**src/rtl/pipe_ctrl_pkg.sv**
```systemverilog
// Shared types and constants for the pipeline hazard/control unit.
package pipe_ctrl_pkg;

    typedef enum logic [1:0] {
        ST_RUN      = 2'd0,
        ST_MEM_WAIT = 2'd1,
        ST_FAULT    = 2'd2
    } ctrl_state_e;

    localparam logic [1:0] FWD_RF    = 2'b00;
    localparam logic [1:0] FWD_EXMEM = 2'b01;
    localparam logic [1:0] FWD_MEMWB = 2'b10;

    localparam int DEFAULT_IDX_W = 3;

endpackage

```
**src/rtl/pipe_fwd_sel.sv**
```systemverilog
// Forwarding select for one EX operand: EX/MEM beats MEM/WB beats register file.
module pipe_fwd_sel
    import pipe_ctrl_pkg::*;
#(
    parameter int IDX_W = DEFAULT_IDX_W
) (
    input  logic [IDX_W-1:0] src_i,
    input  logic             exmem_wr_i,
    input  logic             exmem_load_i,
    input  logic [IDX_W-1:0] exmem_dst_i,
    input  logic             memwb_wr_i,
    input  logic [IDX_W-1:0] memwb_dst_i,
    output logic [1:0]       sel_o
);

    // A load in EX/MEM has no aluOut worth forwarding yet.
    always_comb begin
        if (exmem_wr_i && !exmem_load_i && (exmem_dst_i == src_i)) begin
            sel_o = FWD_EXMEM;
        end else if (memwb_wr_i && (memwb_dst_i == src_i)) begin
            sel_o = FWD_MEMWB;
        end else begin
            sel_o = FWD_RF;
        end
    end

endmodule

```
**src/rtl/pipe_hazard_ctrl.sv**
```systemverilog
// Hazard detection, stage enables/flushes, EX forwarding and data-memory wait/timeout control.
module pipe_hazard_ctrl
    import pipe_ctrl_pkg::*;
#(
    parameter int IDX_W       = DEFAULT_IDX_W,
    parameter int MEM_TIMEOUT = 15,
    parameter int CNT_W       = 16
) (
    input  logic             clk,
    input  logic             reset,
    input  logic [IDX_W-1:0] id_Rm,
    input  logic [IDX_W-1:0] id_Rn,
    input  logic [IDX_W-1:0] id_Sm,
    input  logic [IDX_W-1:0] id_Sn,
    input  logic [3:0]       id_src_valid,
    input  logic [IDX_W-1:0] p1_Rm,
    input  logic [IDX_W-1:0] p1_Rn,
    input  logic [IDX_W-1:0] p1_Sm,
    input  logic [IDX_W-1:0] p1_Sn,
    input  logic [IDX_W-1:0] p1_Rd,
    input  logic [IDX_W-1:0] p1_Sd,
    input  logic             p1_memRead,
    input  logic             p1_R_regWrite,
    input  logic             p1_S_regWrite,
    input  logic [IDX_W-1:0] p2_Rd,
    input  logic [IDX_W-1:0] p2_Sd,
    input  logic             p2_R_regWrite,
    input  logic             p2_S_regWrite,
    input  logic             p2_memRead,
    input  logic             p2_memWrite,
    input  logic             p2_branch_taken,
    input  logic [IDX_W-1:0] p3_Rd,
    input  logic [IDX_W-1:0] p3_Sd,
    input  logic             p3_R_regWrite,
    input  logic             p3_S_regWrite,
    input  logic             mem_ready,
    output logic             pc_we,
    output logic             ifid_we,
    output logic             idex_we,
    output logic             exmem_we,
    output logic             memwb_we,
    output logic             ifid_flush,
    output logic             idex_flush,
    output logic             exmem_flush,
    output logic             memwb_flush,
    output logic [1:0]       fwd_Rm,
    output logic [1:0]       fwd_Rn,
    output logic [1:0]       fwd_Sm,
    output logic [1:0]       fwd_Sn,
    output logic             mem_timeout,
    output logic [CNT_W-1:0] stall_count
);

    localparam int WC_W = $clog2(MEM_TIMEOUT + 1);
    localparam logic [WC_W-1:0] WC_ONE   = WC_W'(1);
    localparam logic [WC_W-1:0] WC_LIMIT = WC_W'(MEM_TIMEOUT);

    ctrl_state_e      state_q, state_d;
    logic [WC_W-1:0]  wait_cnt_q, wait_cnt_d;
    logic             timeout_q;
    logic [CNT_W-1:0] stall_cnt_q;

    logic mem_busy;
    logic load_use;
    logic stall_inc;

    assign mem_busy = (p2_memRead | p2_memWrite) & ~mem_ready;

    assign load_use = p1_memRead & (
        (p1_R_regWrite & ((id_src_valid[0] & (p1_Rd == id_Rm)) |
                          (id_src_valid[1] & (p1_Rd == id_Rn)))) |
        (p1_S_regWrite & ((id_src_valid[2] & (p1_Sd == id_Sm)) |
                          (id_src_valid[3] & (p1_Sd == id_Sn)))));

    // Forwarding: slots 0/1 use the R file, slots 2/3 the S file.
    logic [IDX_W-1:0] fwd_src [4];
    logic [1:0]       fwd_sel [4];

    assign fwd_src[0] = p1_Rm;
    assign fwd_src[1] = p1_Rn;
    assign fwd_src[2] = p1_Sm;
    assign fwd_src[3] = p1_Sn;

    generate
        for (genvar gi = 0; gi < 4; gi++) begin : g_fwd
            localparam bit IS_S = (gi >= 2);
            pipe_fwd_sel #(.IDX_W(IDX_W)) u_sel (
                .src_i        (fwd_src[gi]),
                .exmem_wr_i   (IS_S ? p2_S_regWrite : p2_R_regWrite),
                .exmem_load_i (p2_memRead),
                .exmem_dst_i  (IS_S ? p2_Sd : p2_Rd),
                .memwb_wr_i   (IS_S ? p3_S_regWrite : p3_R_regWrite),
                .memwb_dst_i  (IS_S ? p3_Sd : p3_Rd),
                .sel_o        (fwd_sel[gi])
            );
        end
    endgenerate

    assign fwd_Rm = reset ? FWD_RF : fwd_sel[0];
    assign fwd_Rn = reset ? FWD_RF : fwd_sel[1];
    assign fwd_Sm = reset ? FWD_RF : fwd_sel[2];
    assign fwd_Sn = reset ? FWD_RF : fwd_sel[3];

    always_ff @(posedge clk) begin
        if (reset) begin
            state_q    <= ST_RUN;
            wait_cnt_q <= '0;
        end else begin
            state_q    <= state_d;
            wait_cnt_q <= wait_cnt_d;
        end
    end

    always_comb begin
        state_d    = state_q;
        wait_cnt_d = wait_cnt_q;
        case (state_q)
            ST_RUN: begin
                if (mem_busy) begin
                    wait_cnt_d = WC_ONE;
                    state_d    = (WC_ONE >= WC_LIMIT) ? ST_FAULT : ST_MEM_WAIT;
                end
            end
            ST_MEM_WAIT: begin
                if (mem_ready) begin
                    wait_cnt_d = '0;
                    state_d    = ST_RUN;
                end else begin
                    wait_cnt_d = wait_cnt_q + WC_ONE;
                    if (wait_cnt_d >= WC_LIMIT) begin
                        state_d = ST_FAULT;
                    end
                end
            end
            default: begin
                state_d = ST_FAULT;
            end
        endcase
    end

    always_comb begin
        pc_we       = 1'b1;
        ifid_we     = 1'b1;
        idex_we     = 1'b1;
        exmem_we    = 1'b1;
        memwb_we    = 1'b1;
        ifid_flush  = 1'b0;
        idex_flush  = 1'b0;
        exmem_flush = 1'b0;
        memwb_flush = 1'b0;
        if (reset) begin
            pc_we       = 1'b0;
            ifid_we     = 1'b0;
            idex_we     = 1'b0;
            exmem_we    = 1'b0;
            memwb_we    = 1'b0;
            ifid_flush  = 1'b1;
            idex_flush  = 1'b1;
            exmem_flush = 1'b1;
            memwb_flush = 1'b1;
        end else begin
            case (state_q)
                ST_RUN: begin
                    if (mem_busy) begin
                        pc_we       = 1'b0;
                        ifid_we     = 1'b0;
                        idex_we     = 1'b0;
                        exmem_we    = 1'b0;
                        memwb_flush = 1'b1;
                    end else if (p2_branch_taken) begin
                        ifid_flush  = 1'b1;
                        idex_flush  = 1'b1;
                        exmem_flush = 1'b1;
                    end else if (load_use) begin
                        pc_we      = 1'b0;
                        ifid_we    = 1'b0;
                        idex_flush = 1'b1;
                    end
                end
                ST_MEM_WAIT: begin
                    if (!mem_ready) begin
                        pc_we       = 1'b0;
                        ifid_we     = 1'b0;
                        idex_we     = 1'b0;
                        exmem_we    = 1'b0;
                        memwb_flush = 1'b1;
                    end
                end
                default: begin
                    pc_we    = 1'b0;
                    ifid_we  = 1'b0;
                    idex_we  = 1'b0;
                    exmem_we = 1'b0;
                    memwb_we = 1'b0;
                end
            endcase
        end
    end

    assign stall_inc = ~pc_we & (state_q != ST_FAULT);

    always_ff @(posedge clk) begin
        if (reset) begin
            timeout_q   <= 1'b0;
            stall_cnt_q <= '0;
        end else begin
            timeout_q <= timeout_q | (state_d == ST_FAULT);
            if (stall_inc && (stall_cnt_q != {CNT_W{1'b1}})) begin
                stall_cnt_q <= stall_cnt_q + 1'b1;
            end
        end
    end

    assign mem_timeout = timeout_q;
    assign stall_count = stall_cnt_q;

endmodule
```
**config.mk**
```make
export PLATFORM = sky130hd
export DESIGN_NAME = pipe_hazard_ctrl
export DESIGN_NICKNAME = d
export VERILOG_FILES = /design/src/rtl/pipe_ctrl_pkg.sv /design/src/rtl/pipe_fwd_sel.sv /design/src/rtl/pipe_hazard_ctrl.sv
export SDC_FILE = /design/constraint.sdc
export NUM_CORES = 1
export LEC_CHECK = 0
export CAP_MARGIN = 20
export CORE_MARGIN = 2
export CORE_UTILIZATION = 40
export DETAILED_ROUTE_END_ITERATION = 6
export PLACE_DENSITY = 0.87
export SLEW_MARGIN = 25
export SYNTH_ARGS = -nofsm -noshare
export SYNTH_HDL_FRONTEND = slang
export SYNTH_SLANG_ARGS = --single-unit
```
**constraint.sdc**
```tcl
create_clock -name clk -period 3.1 [get_ports clk]
set_input_delay 0.775 -clock clk [delete_from_list [all_inputs] [get_ports clk]]
set_output_delay 0.775 -clock clk [all_outputs]
set_load 0.005 [all_outputs]
```
==> reports/metrics.csv <==
stage,metric,value,unit
clocking,clock-sinks,23,
detailed_routing,ant_nets,0,
place,placed_cells,374,
finish,layoutNonFillerInstCount,379,
power,leakage,0.00112,uW
floorplanning,pin_count,93,
logic_synthesis,yosys_warnings,0,
global_routing,overflow,0,
timing,hold_viol,0,
detailed_routing,via_per_inst,5.40,
detailed_routing,initialDrtViolationCount,113,
logic_synthesis,synthMostInstantiatedCell,xnor2_1,
timing,slew_viol_final,0,
worst_setup_path,crit_arrival,2.29,ns
finish,seq_area,460,um^2
floorplanning,core_region_area,4290,um^2
logic_synthesis,syn-cell-area,1770,um^2
detailed_routing,drc,0,
detailed_routing,wl_per_cell,13.5,um
clocking,root_buffer,clkbuf_8,
logic_synthesis,netlist_top_cells_count,"xnor2_1, nor2_1, dfxtp_1",
logic_synthesis,synth.distinct_cells,42,
logic_synthesis,yosysTopAreaCellShare,26.0,%
floorplanning,start_util,41.2,%
finish,post-route-util,67.4,%
worst_setup_path,cpPeakStageDelay,0.47,ns
worst_setup_path,required,2.32,ns
logic_synthesis,synth_flop_cell,dfxtp_1,
clocking,cts_buffer_depth,2,
timing,tightest_slew,0.479,ns
global_routing,antenna_found_initial,0,
timing,fin_crit,3.07,ns
detailed_routing,via_count,2048,
finish,fillCellCount,368,
logic_synthesis,async_flop_share,0,%
timing,setup-violations-final,0,
worst_setup_path,crit_type,in2out,
job,max_cap_viol_count,0,
finish,fin_nets,390,
run_status,outcome,"finished, final reports clean",
finish,diodes,0,
logic_synthesis,syn_inst,228,
finish,syn_to_final_growth,63.4,%
clocking,cts_hold_buf,0,
worst_setup_path,slowest_stage,clkdlybuf4s50_1,
clocking,cts_buffers,3,
floorplanning,die-width,70.5,um
clocking,insertion_delay,0.27,ns
global_routing,grt_max_degree,24,
timing,fin_skew,0.00170,ns
logic_synthesis,syn-num-nets,290,
clocking,cts.reportedPaths.clkPinSlew,0.08,ns
detailed_routing,wl,5130,um
worst_setup_path,cp-start-kind,input port,
logic_synthesis,avgSynthCellArea,7.77,um^2
worst_setup_path,worst_setup_path_end_kind,primary output,
floorplanning,dieArea,4970,um^2
timing,max_slew_margin,67.7,%
place,gp_congestion,0.864,
global_routing,grt_pass1_wl,8460,um
detailed_routing,dr.pass1.iters,4,
finish,drive_gt1_share,10.7,%
clocking,htreeDepth,1,
place,dp_hpwl,4080,um
floorplanning,rows,24,
logic_synthesis,synth-seq-area-share,26.0,%
logic_synthesis,yosys.area.top_type,dfxtp_1,
worst_setup_path,crit_chain,"clkdlybuf4s50_1, xnor2_1, nand4_1, a2111oi_4, a21o_2, nor2_2, clkbuf_2",
logic_synthesis,yosys_register_bits,23,
global_routing,grtUsageTotal,20.1,%
finish,multi_input_area,1270,um^2
clocking,tritoncts,yes,
timing,maxClockFrequency,326,MHz
logic_synthesis,synth_area_leaders,"dfxtp_1, xnor2_1, xor2_1",
power,ir_worst_vdd,0.148,mV
hold_path,hp-class,reg2reg,
place,io_buffers,92,
logic_synthesis,synth-edff-count,0,
floorplanning,die_h,70.5,um
worst_setup_path,crit_fanout,3,
global_routing,grt_pass1_vias,1977,
power,power.density,252,nW/um^2
timing,min_period_over_period,98.9,%
[layer usage]
metal  up-vias  GRT usage (%)  wire length [um]
met5         -              0                 0
met4         0           5.87                67
met3         7           5.56               452
met2        87           37.3              2600
met1       946           22.3              2010
li1       1008              -                 -
[flip-flops by register name (all words and copies together) (netlist names)]
signal       flops
mem_timeout      1
stall_count     16
state_q          2
wait_cnt_q       4
[worst max-delay path: cells and delay by family]
family / cells / cell delay, ns
XOR/XNOR: 1 / 0.12
AO/OA/AOI/OAI: 2 / 0.56
buffers and inverters: 2 / 0.59
AND/OR/NAND/NOR: 2 / 0.24
[where the power goes]
group / internal (uW) / switching, uW
clock: 90.0 / 99.8
combinational: 142 / 89.6
sequential: 301 / 7.53
total: 533 / 197
[repair_timing]
item / in CTS / in global routing
pin swaps: 5 / 10
hold endpoints to repair: 0 / 0
buffers inserted: 1 / 0
resized for setup: 16 / 15
endpoints found under the setup margin: 12 / 13
[final cells by class]
cell class	instances	share of cell area (%)
inverter	5	0.649
tap	52	2.25
sequential	23	15.9
multi-input combinational	189	44.0
clock inverter	1	0.173
clock buffer	3	1.43
timing repair buffer	106	35.6
[worst paths after layout]
kind	startpoint	to	slack (ns)	cells past startpoint
hold reg to reg	mem_timeout$_SDFF_PP0_	mem_timeout$_SDFF_PP0_	0.45	2
hold / removal	mem_timeout$_SDFF_PP0_	mem_timeout$_SDFF_PP0_	0.45	2
setup reg to reg	state_q[1]$_SDFF_PP0_	stall_count[13]$_SDFFE_PP0P_	0.78	8
setup / recovery	id_Rm[2]	ifid_we	0.03	7
[cells by family (layout without fill, tap and decap cells)]
kind of cell | count (synthesis) | after routing | share of synthesized area [%]
and+or+nand+nor | 102 | 102 | 31.4
buffers and inverters | 16 | 115 | 4.45
AOI/OAI and AO/OA | 42 | 42 | 14.9
muxes | 2 | 2 | 1.27
xor gates and xnor gates | 40 | 40 | 19.8
adders and majority gates | 3 | 3 | 2.12
DFF | 23 | 23 | 26.0
[cells in the final DEF, fill, tap and decap left out, types with 6 or more instances in the layout]
cell type / synthesis / layout
dlygate4sd2_1: 0 / 7
o21ai_0: 11 / 11
buf_4: 3 / 13
nand4_1: 13 / 13
nor2_1: 25 / 22
nand2_1: 13 / 13
clkdlybuf4s50_1: 0 / 76
nor2b_1: 9 / 6
dfxtp_1: 23 / 23
xnor2_1: 29 / 29
or3_1: 6 / 6
a21oi_1: 15 / 15
nand2b_1: 6 / 6
xor2_1: 11 / 11
dlymetal6s2s_1: 0 / 7
[through the flow]
| stage | TNS, ns | instance area (um^2) | power, uW | hold WS [ns] | setup slack (ns) |
|---|---|---|---|---|---|
| global placement | -0.871 | 2790 | 541 | 0.438 | -0.269 |
| CTS | -0.0382 | 2860 | 732 | 0.454 | -0.0158 |
| floorplan | 0 | 1770 | 406 | 0.442 | 0.240 |
| finish | 0 | 2890 | 730 | 0.453 | 0.0337 |
| global route | -0.103 | 2890 | 768 | 0.471 | -0.0413 |
| detailed placement | -1.31 | 2790 | 547 | 0.439 | -0.321 |
Note: power is estimated with default switching activity, not from simulation.
